<file path="src/rtl/pipe_stage_pkg.sv">
// pipe_stage_pkg
//  Types and constants shared by the inter-stage pipeline register.
//  - pstage_t      : occupancy state of a stage (empty / main / main+skid)
//  - OCC_*         : encoding of the 2-bit occupancy output
//  - DEFAULT_CNT_W : default width of the stall/bubble counters
//  - occ_of()      : maps a state to its occupancy encoding
package pipe_stage_pkg;

    typedef enum logic [1:0] {
        ST_EMPTY   = 2'd0,
        ST_FULL    = 2'd1,
        ST_SKIDDED = 2'd2
    } pstage_t;

    localparam logic [1:0] OCC_NONE = 2'd0;
    localparam logic [1:0] OCC_ONE  = 2'd1;
    localparam logic [1:0] OCC_TWO  = 2'd2;

    localparam int DEFAULT_CNT_W = 16;

    function automatic logic [1:0] occ_of(input pstage_t s);
        logic [1:0] occ;
        case (s)
            ST_FULL:    occ = OCC_ONE;
            ST_SKIDDED: occ = OCC_TWO;
            default:    occ = OCC_NONE;
        endcase
        return occ;
    endfunction

endpackage

</file>
<file path="src/rtl/pipe_stage_skid_slot.sv">
// pipe_slot
//  One register slot of a pipeline stage: a control bundle that can be
//  squashed to zero and a data bundle that is only ever overwritten.
// Ports
//  CLK, RST     clock, asynchronous active-high reset (clears both bundles)
//  load         capture d_ctrl/d_data this edge
//  clear_ctrl   force the held control bundle to zero, data held; wins over load
//  d_ctrl/d_data  incoming bundles
//  q_ctrl/q_data  held bundles
module pipe_slot
    import pipe_stage_pkg::*;
#(
    parameter int CTRL_W = 24,
    parameter int DATA_W = 192
) (
    input  logic              CLK,
    input  logic              RST,
    input  logic              load,
    input  logic              clear_ctrl,
    input  logic [CTRL_W-1:0] d_ctrl,
    input  logic [DATA_W-1:0] d_data,
    output logic [CTRL_W-1:0] q_ctrl,
    output logic [DATA_W-1:0] q_data
);

    logic [CTRL_W-1:0] ctrl_q, ctrl_d;
    logic [DATA_W-1:0] data_q, data_d;

    always_comb begin
        ctrl_d = ctrl_q;
        data_d = data_q;
        if (clear_ctrl) begin
            // Squash turns the held entry into a NOP; data is left stale.
            ctrl_d = '0;
        end else if (load) begin
            ctrl_d = d_ctrl;
            data_d = d_data;
        end
    end

    always_ff @(posedge CLK or posedge RST) begin
        if (RST) begin
            ctrl_q <= '0;
            data_q <= '0;
        end else begin
            ctrl_q <= ctrl_d;
            data_q <= data_d;
        end
    end

    assign q_ctrl = ctrl_q;
    assign q_data = data_q;

endmodule

</file>
<file path="src/rtl/pipe_stage_skid.sv">
// pipe_stage_skid
//  Inter-stage pipeline register with valid/ready handshake, optional
//  one-entry skid slot (SKID=1) so that in_ready comes straight from a flop,
//  synchronous flush, and saturating stall/bubble counters.
// Ports
//  CLK, RST              clock, asynchronous active-high reset
//  flush                 squash everything held this edge
//  in_valid/in_ready     upstream handshake; in_ctrl/in_data upstream bundles
//  out_valid/out_ready   downstream handshake; out_ctrl (zero when invalid), out_data
//  occupancy             entries held (0..2)
//  stall_cnt             cycles with out_valid & !out_ready (saturating)
//  bubble_cnt            cycles with !out_valid & out_ready (saturating)
module pipe_stage_skid
    import pipe_stage_pkg::*;
#(
    parameter int CTRL_W = 24,
    parameter int DATA_W = 192,
    parameter int SKID   = 1,
    parameter int CNT_W  = DEFAULT_CNT_W
) (
    input  logic              CLK,
    input  logic              RST,
    input  logic              flush,
    input  logic              in_valid,
    output logic              in_ready,
    input  logic [CTRL_W-1:0] in_ctrl,
    input  logic [DATA_W-1:0] in_data,
    output logic              out_valid,
    input  logic              out_ready,
    output logic [CTRL_W-1:0] out_ctrl,
    output logic [DATA_W-1:0] out_data,
    output logic [1:0]        occupancy,
    output logic [CNT_W-1:0]  stall_cnt,
    output logic [CNT_W-1:0]  bubble_cnt
);

    localparam logic [CNT_W-1:0] CNT_ONE = {{(CNT_W-1){1'b0}}, 1'b1};

    pstage_t state_q, state_d;

    logic              main_load, skid_load, take_skid;
    logic [CTRL_W-1:0] main_ctrl, skid_ctrl, main_ctrl_src;
    logic [DATA_W-1:0] main_data, skid_data, main_data_src;

    assign out_valid = (state_q != ST_EMPTY);
    assign occupancy = occ_of(state_q);

    always_comb begin
        state_d   = state_q;
        main_load = 1'b0;
        skid_load = 1'b0;
        take_skid = 1'b0;
        case (state_q)
            ST_EMPTY: begin
                if (in_valid) begin
                    main_load = 1'b1;
                    state_d   = ST_FULL;
                end
            end
            ST_FULL: begin
                if (out_ready) begin
                    if (in_valid) main_load = 1'b1;
                    else          state_d   = ST_EMPTY;
                end else if (in_valid && SKID == 1) begin
                    // Downstream stalled but we already advertised ready:
                    // park the incoming entry behind the main one.
                    skid_load = 1'b1;
                    state_d   = ST_SKIDDED;
                end
            end
            ST_SKIDDED: begin
                if (out_ready) begin
                    main_load = 1'b1;
                    take_skid = 1'b1;
                    state_d   = ST_FULL;
                end
            end
            default: state_d = ST_EMPTY;
        endcase
        // Flush beats any handshake: whatever was accepted this cycle is dropped.
        if (flush) begin
            state_d   = ST_EMPTY;
            main_load = 1'b0;
            skid_load = 1'b0;
            take_skid = 1'b0;
        end
    end

    always_ff @(posedge CLK or posedge RST) begin
        if (RST) state_q <= ST_EMPTY;
        else     state_q <= state_d;
    end

    assign main_ctrl_src = take_skid ? skid_ctrl : in_ctrl;
    assign main_data_src = take_skid ? skid_data : in_data;

    pipe_slot #(.CTRL_W(CTRL_W), .DATA_W(DATA_W)) u_main (
        .CLK        (CLK),
        .RST        (RST),
        .load       (main_load),
        .clear_ctrl (flush),
        .d_ctrl     (main_ctrl_src),
        .d_data     (main_data_src),
        .q_ctrl     (main_ctrl),
        .q_data     (main_data)
    );

    generate
        if (SKID == 1) begin : g_skid
            pipe_slot #(.CTRL_W(CTRL_W), .DATA_W(DATA_W)) u_skid (
                .CLK        (CLK),
                .RST        (RST),
                .load       (skid_load),
                .clear_ctrl (flush),
                .d_ctrl     (in_ctrl),
                .d_data     (in_data),
                .q_ctrl     (skid_ctrl),
                .q_data     (skid_data)
            );
            // Depends only on the state flop, so no combinational path from out_ready.
            assign in_ready = (state_q != ST_SKIDDED);
        end else begin : g_noskid
            assign skid_ctrl = '0;
            assign skid_data = '0;
            assign in_ready  = out_ready | ~out_valid;
        end
    endgenerate

    assign out_ctrl = out_valid ? main_ctrl : '0;
    assign out_data = main_data;

    // Counter 0: stall, counter 1: bubble. Both saturate at all-ones.
    logic             cnt_inc [2];
    logic [CNT_W-1:0] cnt_val [2];

    assign cnt_inc[0] = out_valid & ~out_ready;
    assign cnt_inc[1] = ~out_valid & out_ready;

    genvar gi;
    generate
        for (gi = 0; gi < 2; gi++) begin : g_cnt
            logic [CNT_W-1:0] cnt_q, cnt_d;

            always_comb begin
                cnt_d = cnt_q;
                if (cnt_inc[gi] && (cnt_q != {CNT_W{1'b1}})) cnt_d = cnt_q + CNT_ONE;
            end

            always_ff @(posedge CLK or posedge RST) begin
                if (RST) cnt_q <= '0;
                else     cnt_q <= cnt_d;
            end

            assign cnt_val[gi] = cnt_q;
        end
    endgenerate

    assign stall_cnt  = cnt_val[0];
    assign bubble_cnt = cnt_val[1];

endmodule

</file>
<file path="config.mk">
export PLATFORM = sky130hd
export DESIGN_NAME = pipe_stage_skid
export DESIGN_NICKNAME = d
export VERILOG_FILES = /design/src/rtl/pipe_stage_pkg.sv /design/src/rtl/pipe_stage_skid_slot.sv /design/src/rtl/pipe_stage_skid.sv
export SDC_FILE = /design/constraint.sdc
export NUM_CORES = 1
export LEC_CHECK = 0
export ABC_AREA = 0
export BUFFER_PORTS_ARGS = -buffer_cell sky130_fd_sc_hd__buf_2
export CELL_PAD_IN_SITES_DETAIL_PLACEMENT = 1
export CELL_PAD_IN_SITES_GLOBAL_PLACEMENT = 1
export CORE_MARGIN = 8
export CORE_UTILIZATION = 48
export CTS_CLUSTER_SIZE = 20
export DETAILED_ROUTE_END_ITERATION = 8
export GPL_TIMING_DRIVEN = 0
export PLACE_DENSITY = 0.95
export RECOVER_POWER = 100
export SYNTH_ARGS = -nofsm -noshare
export SYNTH_HDL_FRONTEND = slang
export SYNTH_SLANG_ARGS = --single-unit
</file>
<file path="constraint.sdc">
create_clock -name CLK -period 28.1 [get_ports CLK]
set_clock_uncertainty 0.1 [all_clocks]
set_input_delay 5.62 -clock CLK [delete_from_list [all_inputs] [get_ports CLK]]
set_output_delay 5.62 -clock CLK [all_outputs]
set_load 0.05 [all_outputs]
</file>
==> flow_metrics.tcl, run 1 <==
set metrics [dict create \
    period_minus_slack_ps 14410 \
    start_util_pct 48.8 \
    clkPwrFrac_pct 31.5 \
    power_density_nw_per_um2 86.7 \
    cts_tree "built" \
    violations "max-capacitance violations, max-slew violations" \
    finalSetupViolations 0 \
    die_y_um 223 \
    synth-simple-area-share_pct 3.25 \
    grt_usage_pct 28.3 \
    drtIter0Drc 772 \
    fill_cells 4217 \
    hold_viol 0 \
    slew_violations 368 \
    path_max_fanout 127 \
    yosysSeqAreaShare_pct 56.9 \
    synthFlopType "dfrtp_1" \
    tightestPinTransition_ps 6810 \
    crit_type "in -> async" \
    hold_buffers 0 \
    synth_common_cells "466 x dfrtp_1, 456 x mux2_2, 123 x mux2_1, 30 x buf_2, 26 x nor2b_1" \
    combPwrFrac_pct 25.5 \
    synth_top_cell_area_share_pct 56.9 \
    yosysWarnings 0 \
    swShare_pct 36.3 \
    numPortBuffers 470 \
    outcome "complete, but fails checks" \
    drc 0 \
    dp.cells 2361 \
    synth.distinct_cells 45 \
    grt_max_degree 128 \
    boundaryPins 473 \
    core_area_um2 42000 \
    p_sw_w 0.000779 \
    crit_path_start_kind "input port" \
    synth_compound_area_share_pct 2.53 \
    clock-sinks 466 \
    synthesis.nets 1572 \
    drive_gt1_share_pct 38.8 \
    nNetsFinal 2097 \
    finalSetupTns_ps 0 \
    hpwl_um 47600 \
    synthAdderAreaFrac_pct 0.122 \
    post_cts_buffers 0 \
    via_count 14100 \
    placed_area_um2 23600 \
    cts.clk_slew.worst_paths_ps 60 \
    std_cell_rows 75 \
    htree_levels 2 \
    final_antenna_net_count 0 \
    place_congestion 0.862 \
    p_int_w 0.00137 \
    worstPathArrival_ps 13320 \
    via_per_inst 5.73 \
    critical_path_required_ps 27010 \
    synth_edf_count 0 \
    p_leak_nw 10.7 \
    fin_area_um2 24700 \
    grt_overflow 0 \
    die_w_um 223 \
    grt_pass1_vias 16500 \
    hp-class "reg -> reg" \
    timing.final.crit_share_pct 51.3 \
    synth_top_family_by_area "multiplexers" \
    ys_seq_elements 466 \
    post_cts_resized 0 \
    antenna_found_initial 20 \
    ir_drop_mv 0.0653 \
    synth_mux_area_share_pct 33.0 \
    maxCapViolations 4 \
    synth-xor-area-share_pct 1.28 \
    seq_power_share_pct 43.0 \
    cts-buffers-inserted 50 \
    grt_pass1_wl_um 108000 \
    synth_area_um2 20500 \
    relSlewSlack_pct -354 \
    routed_wl_um 71400 \
    syn_to_final_growth_pct 20.7 \
    synth_area_leaders "dfrtp_1 57%, mux2_2 25%, mux2_1 6.8%" \
    wl_per_cell_um 29.0 \
    dieArea_um2 49600 \
    syn_inst 1349 \
    instances_no_fill 2463 \
    synth.most_common_cell "dfrtp_1" \
    syn_area_per_cell_um2 15.2 \
    first_pass_iters 5 \
    cts_root_buffer "clkbuf_16" \
    clk_path_buf_depth 3 \
    synth_top_cell_by_area "dfrtp_1" \
    insertion_delay_ps 580 \
    crit_path_end_kind "asynchronous set/reset pin" \
    rsz0062_at_grt "false" \
    async_flop_share_pct 100 \
    fmax_mhz 69.4 \
]
[worst paths after layout]
kind | cells after the start | start | end | slack (ps)
setup reg to reg | 6 | state_q[1]$_DFFE_PP0P_ | g_skid.u_skid.q_data[6]$_DFFE_PP0P_ | 24000
max in group CLK | 8 | out_ready | u_main.q_ctrl[6]$_DFFE_PP0P_ | 19170
min in group asynchronous | 2 | RST | bubble_cnt[9]$_DFFE_PP0P_ | 6330
hold / removal | 1 | u_main.q_ctrl[12]$_DFFE_PP0P_ | u_main.q_ctrl[12]$_DFFE_PP0P_ | 380
setup / recovery | 3 | RST | u_main.q_data[32]$_DFFE_PP0P_ | 13690
hold reg to reg | 1 | u_main.q_ctrl[12]$_DFFE_PP0P_ | u_main.q_ctrl[12]$_DFFE_PP0P_ | 380
[power by group through the flow]
stage | clock network, W | registers [W] | logic [W]
6_report | 0.000676 | 0.000923 | 0.000547
5_1_grt | 0.000709 | 0.000938 | 0.000572
4_1_cts | 0.000683 | 0.000918 | 0.000573
3_5_place_dp | 0 | 0.000918 | 0.000559
3_3_place_gp | 0 | 0.000900 | 0.000532
2_1_floorplan | 0 | 0.00112 | 0.000178
[state kept, by name (all words and copies together), names as in the netlist]
| name | flops |
|---|---|
| u_main.q_ctrl | 24 |
| g_skid.u_skid.q_ctrl | 24 |
| state_q | 2 |
| g_skid.u_skid.q_data | 192 |
| u_main.q_data | 192 |
| stall_cnt | 16 |
| bubble_cnt | 16 |
[metal layers]
metal / GRT usage, % / routed length, µm
met5: 0 / 74
met2: 50.2 / 37100
met4: 12.9 / 3120
met3: 8.05 / 4990
met1: 31.2 / 26100
[kinds of logic after synthesis]
family / count (synthesis)
buf+inv: 85
xor+xnor: 30
simple gates: 105
flops: 466
mux: 603
fa+ha+maj: 2
compound gates: 58
[cell usage in the layout (no fill, tap or decap), types with 3 or more instances in the layout]
master	netlist	layout
clkinvlp_4	0	3
inv_1	5	4
buf_6	25	20
buf_2	30	219
nor2b_1	26	27
o2bb2ai_1	24	24
mux2i_1	24	24
clkinv_2	0	11
xnor2_1	15	15
nor2_1	11	12
clkbuf_8	0	11
mux2_1	123	163
nor3_1	8	9
a22o_1	24	24
mux2_2	456	416
clkbuf_1	9	320
clkbuf_16	0	53
xor2_1	15	15
diode_2	0	14
dfrtp_1	466	466
nand2_1	11	11
nand4_1	10	10
and4_1	7	7
and3_1	3	3
nand3_1	12	12
[worst max-delay path, stage by stage]
cell	delay [ps]
clkbuf_1	90
clkinvlp_2	2550
clkbuf_1	4920
[through the flow]
stage          util [%]  total power [W]  setup WS [ps]  hold WS [ps]
2_1_floorplan         -          0.00129           9380           349
3_3_place_gp       56.0          0.00143           4890           361
3_5_place_dp       56.2          0.00148          20360           368
4_1_cts            60.1          0.00217          19830           384
5_1_grt            58.8          0.00222          11910           396
6_report           58.9          0.00215          13690           378
[final cells by class]
cell class / count / area (µm²) / share of cell area [%]
diodes: 14 / 35.0 / 0.142
plain buffers: 80 / 458 / 1.85
clock buffers: 72 / 1510 / 6.09
clock inverters: 16 / 138 / 0.556
inverters: 5 / 20.0 / 0.0809
multi-input cells: 798 / 8180 / 33.1
flip-flops and latches: 466 / 11700 / 47.1
well taps: 539 / 674 / 2.73
repair buffers: 473 / 2070 / 8.36
Note: power is estimated with default switching activity, not from simulation.
==> inputs of run 2 (changes only) <==
ABC_AREA = 1   (was 0)
CORE_UTILIZATION = 40   (was 48)
PLACE_DENSITY = 0.92   (was 0.95)
clock period = 13.6 ns   (was 28.1 ns; I/O delays follow)
==> run 2 against run 1 <==
  * The flow still finishes with violations (max-capacitance violations, max-slew violations)
  * Non-clock buffer count rose by 78
  * Register-to-register slack got worse by 14000 ps
  * Combinational power grew to 2.6 times the previous value
  * Critical path depth grew 2
  * Via count grew 42%
  * Sequential share of layout area shrank 0.79 points
  * First-iteration DRC count increased by 71%
  * Flip-flop and latch count unchanged
  * Utilization fell by 9.5 points
  * Critical path type unchanged
  * Highest routed layer unchanged
==> flow_metrics.tcl, run 2 <==
set metrics [dict create \
    relSlewSlack_pct -62.7 \
    drc 0 \
    wl_met1_um 30800 \
    cts_tree "built" \
    synth_area_leaders "dfrtp_1 57%, nand2_1 14%, o21ai_0 8.2%" \
    synthAdderAreaFrac_pct 0.122 \
    crit_path_end_kind "asynchronous set/reset pin" \
    grt_pass1_vias 22400 \
    cts-buffers-inserted 52 \
    power_density_nw_per_um2 195 \
    via_per_inst 5.36 \
    swShare_pct 40.3 \
    hp-class "reg -> reg" \
    syn_area_per_cell_um2 8.32 \
    finalSetupTns_ps 0 \
    synth_compound_area_share_pct 16.0 \
    clkPwrFrac_pct 29.9 \
    top_layer "met5" \
    final_common_cell "nand2_1" \
    wl_met2_um 40900 \
    finalSetupViolations 0 \
    dieArea_um2 58800 \
    synth.distinct_cells 27 \
    p_int_w 0.00293 \
    timing.final.crit_share_pct 60.8 \
    seq_power_share_pct 41.3 \
    dp.cells 3630 \
    cts_root_buffer "clkbuf_16" \
    drive_gt1_share_pct 12.0 \
    synth_common_cells "780 x nand2_1, 466 x dfrtp_1, 336 x o21ai_0, 287 x o21ai_1, 275 x inv_1" \
    synthesis.nets 2689 \
    insertion_delay_ps 610 \
    synth_area_um2 20500 \
    first_pass_iters 5 \
    critical_path_required_ps 13710 \
    antenna_found_initial 17 \
    tightestPinTransition_ps 2440 \
    cts.clk_slew.worst_paths_ps 60 \
    grt_usage_pct 26.9 \
    timing.hold.ws_ps 378 \
    hpwl_um 58000 \
    crit_type "in -> async" \
    synth_top_cell_by_area "dfrtp_1" \
    p_sw_w 0.00198 \
    die_y_um 243 \
    placed_area_um2 24000 \
    boundaryPins 473 \
    std_cell_rows 83 \
    violations "max-capacitance violations, max-slew violations" \
    ir_drop_mv 0.171 \
    slew_violations 292 \
    final_cell_mix "782 x nand2_1, 590 x o21ai_0, 466 x dfrtp_1" \
    drtIter0Drc 1321 \
    path_max_fanout 43 \
    fmax_mhz 121 \
    clock-sinks 466 \
    maxCapViolations 8 \
    routed_wl_um 81600 \
    die_w_um 243 \
    min_path_cells 2 \
    syn_to_final_growth_pct 22.6 \
    nNetsFinal 3227 \
    post_cts_buffers 0 \
    p_leak_nw 12.8 \
    syn_inst 2466 \
    instances_no_fill 3732 \
    synth_top_family_by_area "simple AND/OR/NAND/NOR gates" \
    combPwrFrac_pct 28.8 \
    r2r_cells 9 \
    hold_viol 0 \
    clk_path_buf_depth 3 \
    post_cts_resized 0 \
    worstPathArrival_ps 8380 \
    place_congestion 0.876 \
    hold_buffers 0 \
    htree_levels 2 \
    synth_mux_area_share_pct 0 \
    wl_met3_um 5310 \
    async_flop_share_pct 100 \
    numPortBuffers 472 \
    grt_overflow 0 \
    fin_area_um2 25200 \
    yosysSeqAreaShare_pct 56.8 \
    synth-xor-area-share_pct 0.341 \
    grt_max_degree 45 \
    wl_per_cell_um 21.9 \
    period_minus_slack_ps 8270 \
    final_antenna_net_count 0 \
    synthFlopType "dfrtp_1" \
    start_util_pct 40.3 \
    crit_path_start_kind "input port" \
    fill_cells 6379 \
    rsz0062_at_grt "false" \
    synth.most_common_cell "nand2_1" \
    via_count 20000 \
    core_area_um2 51000 \
    yosysWarnings 0 \
    synth_edf_count 0 \
    grt_pass1_wl_um 128000 \
    ys_seq_elements 466 \
    outcome "complete, but fails checks" \
    synth_top_cell_area_share_pct 56.8 \
    synth-simple-area-share_pct 17.5 \
]
-- run 2: changes by cell type after synthesis, moves of 31 or more --
cell,delta
o21ai_0,+336
nand3_1,+32
mux2_2,-456
o21ai_1,+286
buf_2,+48
nor2_1,+55
mux2_1,-123
nand2_1,+769
clkbuf_1,+31
inv_1,+270
-- run 2: final timing paths --
path / to / start / slack [ps]
max: g_skid.u_skid.q_data[187]$_DFFE_PP0P_ / RST / 5330
min: g_skid.u_skid.q_data[136]$_DFFE_PP0P_ / g_skid.u_skid.q_data[136]$_DFFE_PP0P_ / 380
max reg2reg: u_main.q_data[4]$_DFFE_PP0P_ / state_q[1]$_DFFE_PP0P_ / 10100
min reg2reg: g_skid.u_skid.q_data[136]$_DFFE_PP0P_ / g_skid.u_skid.q_data[136]$_DFFE_PP0P_ / 380
max in group CLK: out_ctrl[3] / state_q[1]$_DFFE_PP0P_ / 8240
min in group asynchronous: u_main.q_data[16]$_DFFE_PP0P_ / RST / 2180
-- run 2: cells by family after synthesis --
logic type | count (synthesis)
simple gates | 914
compound gates | 649
flops | 466
buf+inv | 427
xor+xnor | 8
fa+ha+maj | 2
-- run 2: layer usage --
| layer | vias to the layer above | global-route usage, % |
|---|---|---|
| li1 | 8912 | - |
| met1 | 10000 | 30.3 |
| met3 | 304 | 6.83 |
| met5 | - | 0 |
| met2 | 753 | 46.5 |
| met4 | 10 | 14.4 |
-- run 2: final cells by class --
class	instances	area, µm²	share of cell area (%)
well taps	680	851	3.38
plain buffers	147	746	2.96
repair buffers	484	2160	8.57
multi-input cells	1573	6920	27.5
flip-flops and latches	466	11700	46.3
clock inverters	15	214	0.850
clock buffers	78	1540	6.12
inverters	280	1050	4.18
diodes	9	22.5	0.0895
-- run 2: critical path, stage by stage --
cell        delay (ps)
buf_2              100
clkinvlp_2         590
clkbuf_1          1610
clkbuf_1          1530
clkbuf_1          1760
-- run 2: through the flow --
step	utilization [%]	worst slack (ps)	power [W]
6_report	49.4	5330	0.00491
2_1_floorplan	-	4470	0.00300
5_1_grt	49.3	4300	0.00513
4_1_cts	50.5	8480	0.00501
3_5_place_dp	47.0	9040	0.00350
3_3_place_gp	46.6	1920	0.00339
-- run 2: power groups by stage --
stage	registers (W)	logic [W]	clock network, W
after floorplan	0.00252	0.000476	0
after global placement	0.00200	0.00140	0
after detailed placement	0.00202	0.00148	0
after CTS	0.00202	0.00151	0.00149
after global routing	0.00206	0.00152	0.00154
final	0.00203	0.00141	0.00147
==> inputs of run 3 (changes only) <==
ABC_AREA = 0   (was 1)
PLACE_DENSITY = 0.88   (was 0.92)
clock period = 7.2 ns   (was 13.6 ns; I/O delays follow)
==> run 3 against run 2 <==
  * The run still ends with max-capacitance violations, max-slew violations left
  * Critical path type is now in -> reg
  * Flip-flop and latch count unchanged
  * Utilization shrank 0.10 points
  * Routed wire length is 23% lower
  * Cell area decreased by 0.20%
  * Worst hold slack better by 2.2 ps
  * Largest cell class unchanged
  * Combinational power is 48% higher
==> flow_metrics.tcl, run 3 (same netlist as run 1, synthesis figures left out) <==
set metrics [dict create \
    fill_cells 5338 \
    hp-class "reg -> reg" \
    die_w_um 242 \
    start_util_pct 40.2 \
    wl_per_cell_um 24.1 \
    relSlewSlack_pct -35.0 \
    hpwl_um 46600 \
    met2_usage_pct 37.6 \
    p_leak_nw 10.8 \
    dieArea_um2 58700 \
    numPortBuffers 470 \
    cts.clk_slew.worst_paths_ps 60 \
    drtIter0Drc 569 \
    slew_violations 42 \
    timing.rr.end "g_skid.u_skid.q_data[53]$_DFFE_PP0P_" \
    final_common_cell "dfrtp_1" \
    placed_area_um2 23900 \
    timing.final.crit_share_pct 66.7 \
    grt_usage_pct 21.2 \
    grt_use_met3_pct 6.69 \
    htree_levels 2 \
    min_path_cells 1 \
    drc 0 \
    fmax_mhz 208 \
    hold_end "g_skid.u_skid.q_data[0]$_DFFE_PP0P_" \
    outcome "complete, but fails checks" \
    period_minus_slack_ps 4800 \
    grt_overflow 0 \
    cts_tree "built" \
    drive_gt1_share_pct 40.1 \
    critical_path_required_ps 7540 \
    crit_path_end_kind "register" \
    grt_pass1_wl_um 98900 \
    grt_pass1_vias 16000 \
    place_congestion 0.825 \
    dp.cells 2511 \
    syn_to_final_growth_pct 22.5 \
    final_antenna_net_count 0 \
    violations "max-capacitance violations, max-slew violations" \
    cpPeakStageDelay_ps 960 \
    use_met1_pct 23.9 \
    r2r_start "state_q[1]$_DFFE_PP0P_" \
    tightestPinTransition_ps 2010 \
    path_max_fanout 10 \
    path_buf_inv 4 \
    core_area_um2 51000 \
    total_power_w 0.00827 \
    worstPathCellList "clkbuf_1, nand3b_2, nor2_1, clkbuf_1, clkbuf_1, clkbuf_1, mux2i_1, o2bb2ai_1" \
    cpLargestDelayFamily "buffers and inverters" \
    crit_type "in -> reg" \
    ir_drop_mv 0.187 \
    post_cts_resized 0 \
    path_common_cell "clkbuf_1" \
    cts_root_buffer "clkbuf_16" \
    grt_max_degree 45 \
    std_cell_rows 83 \
    final_cell_mix "466 x dfrtp_1, 441 x mux2_2, 324 x clkbuf_1" \
    rsz0062_at_grt "false" \
    die_y_um 242 \
    finalSetupViolations 0 \
    antenna_found_initial 27 \
    worstPathArrival_ps 5150 \
    via_count 13500 \
    routed_wl_um 63100 \
    hold_buffers 0 \
    fin_area_um2 25100 \
    boundaryPins 473 \
    min_from "g_skid.u_skid.q_data[0]$_DFFE_PP0P_" \
    cts-buffers-inserted 49 \
    slowest_stage "nor2_1" \
    via_per_inst 5.16 \
    crit_path_start_kind "input port" \
    power_density_nw_per_um2 329 \
    r2r_slack_ps 2830 \
    insertion_delay_ps 580 \
    post_cts_buffers 0 \
    clk_path_buf_depth 3 \
    first_pass_iters 4 \
    r2r_cells 6 \
    busiest_layer "met2" \
    nNetsFinal 2105 \
    maxCapViolations 2 \
    clock-sinks 466 \
    instances_no_fill 2618 \
    hold_viol 0 \
]
run 3: cell count changes in the layout (fill, tap and decap cells not counted), moves of 33 or more:
| cell | before | now |
|---|---|---|
| nor2_1 | 68 | 12 |
| nand3_1 | 45 | 12 |
| buf_2 | 252 | 219 |
| clkbuf_1 | 365 | 324 |
| o21ai_1 | 34 | 1 |
| mux2_2 | 0 | 441 |
| o21ai_0 | 590 | 0 |
| mux2_1 | 0 | 138 |
| nand2_1 | 782 | 11 |
| inv_1 | 275 | 4 |
run 3: worst max-delay path by stage:
stage                           start                               endpoint  cells past startpoint
5_1_grt                     out_ready           u_main.q_ctrl[9]$_DFFE_PP0P_                      8
3_3_place_gp                      RST         u_main.q_data[125]$_DFFE_PP0P_                      2
3_5_place_dp                      RST  g_skid.u_skid.q_data[122]$_DFFE_PP0P_                      8
4_1_cts        state_q[1]$_DFFE_PP0P_                           out_ctrl[11]                      5
2_1_floorplan                     RST              bubble_cnt[0]$_DFFE_PP0P_                      1
6_report                    out_ready          u_main.q_ctrl[11]$_DFFE_PP0P_                      8
run 3: layout make-up:
class                      count  area (µm²)  share of cell area (%)
sequential                   466       11700                    46.4
multi-input combinational    798        8160                    32.5
timing repair buffer         482        2260                    9.00
clock buffer                  73        1450                    5.77
tap                          680         851                    3.39
buffer                        80         457                    1.82
clock inverter                15         211                   0.842
antenna                       19        47.5                   0.189
inverter                       5        20.0                  0.0797
run 3: where the power goes:
group	switching (W)	internal (W)
Clock	0.00106	0.00157
Sequential	0.000362	0.00320
Combinational	0.00146	0.000627
run 3: routing by layer:
layer | vias up | part of all wire, %
met5 | - | 0.21
met4 | 20 | 3.2
met3 | 126 | 6.9
met2 | 438 | 52
met1 | 6965 | 38
li1 | 5960 | -
run 3: metrics by stage:
stage                     worst slack (ps)  TNS [ps]  utilization (%)  hold slack [ps]
after floorplan                       -649   -302390                -              349
after global placement               -3050  -1391060             46.5              361
after detailed placement              3500         0             47.0              367
after CTS                             3220         0             50.2              386
after global routing                  2060         0             49.2              401
final                                 2400         0             49.3              380
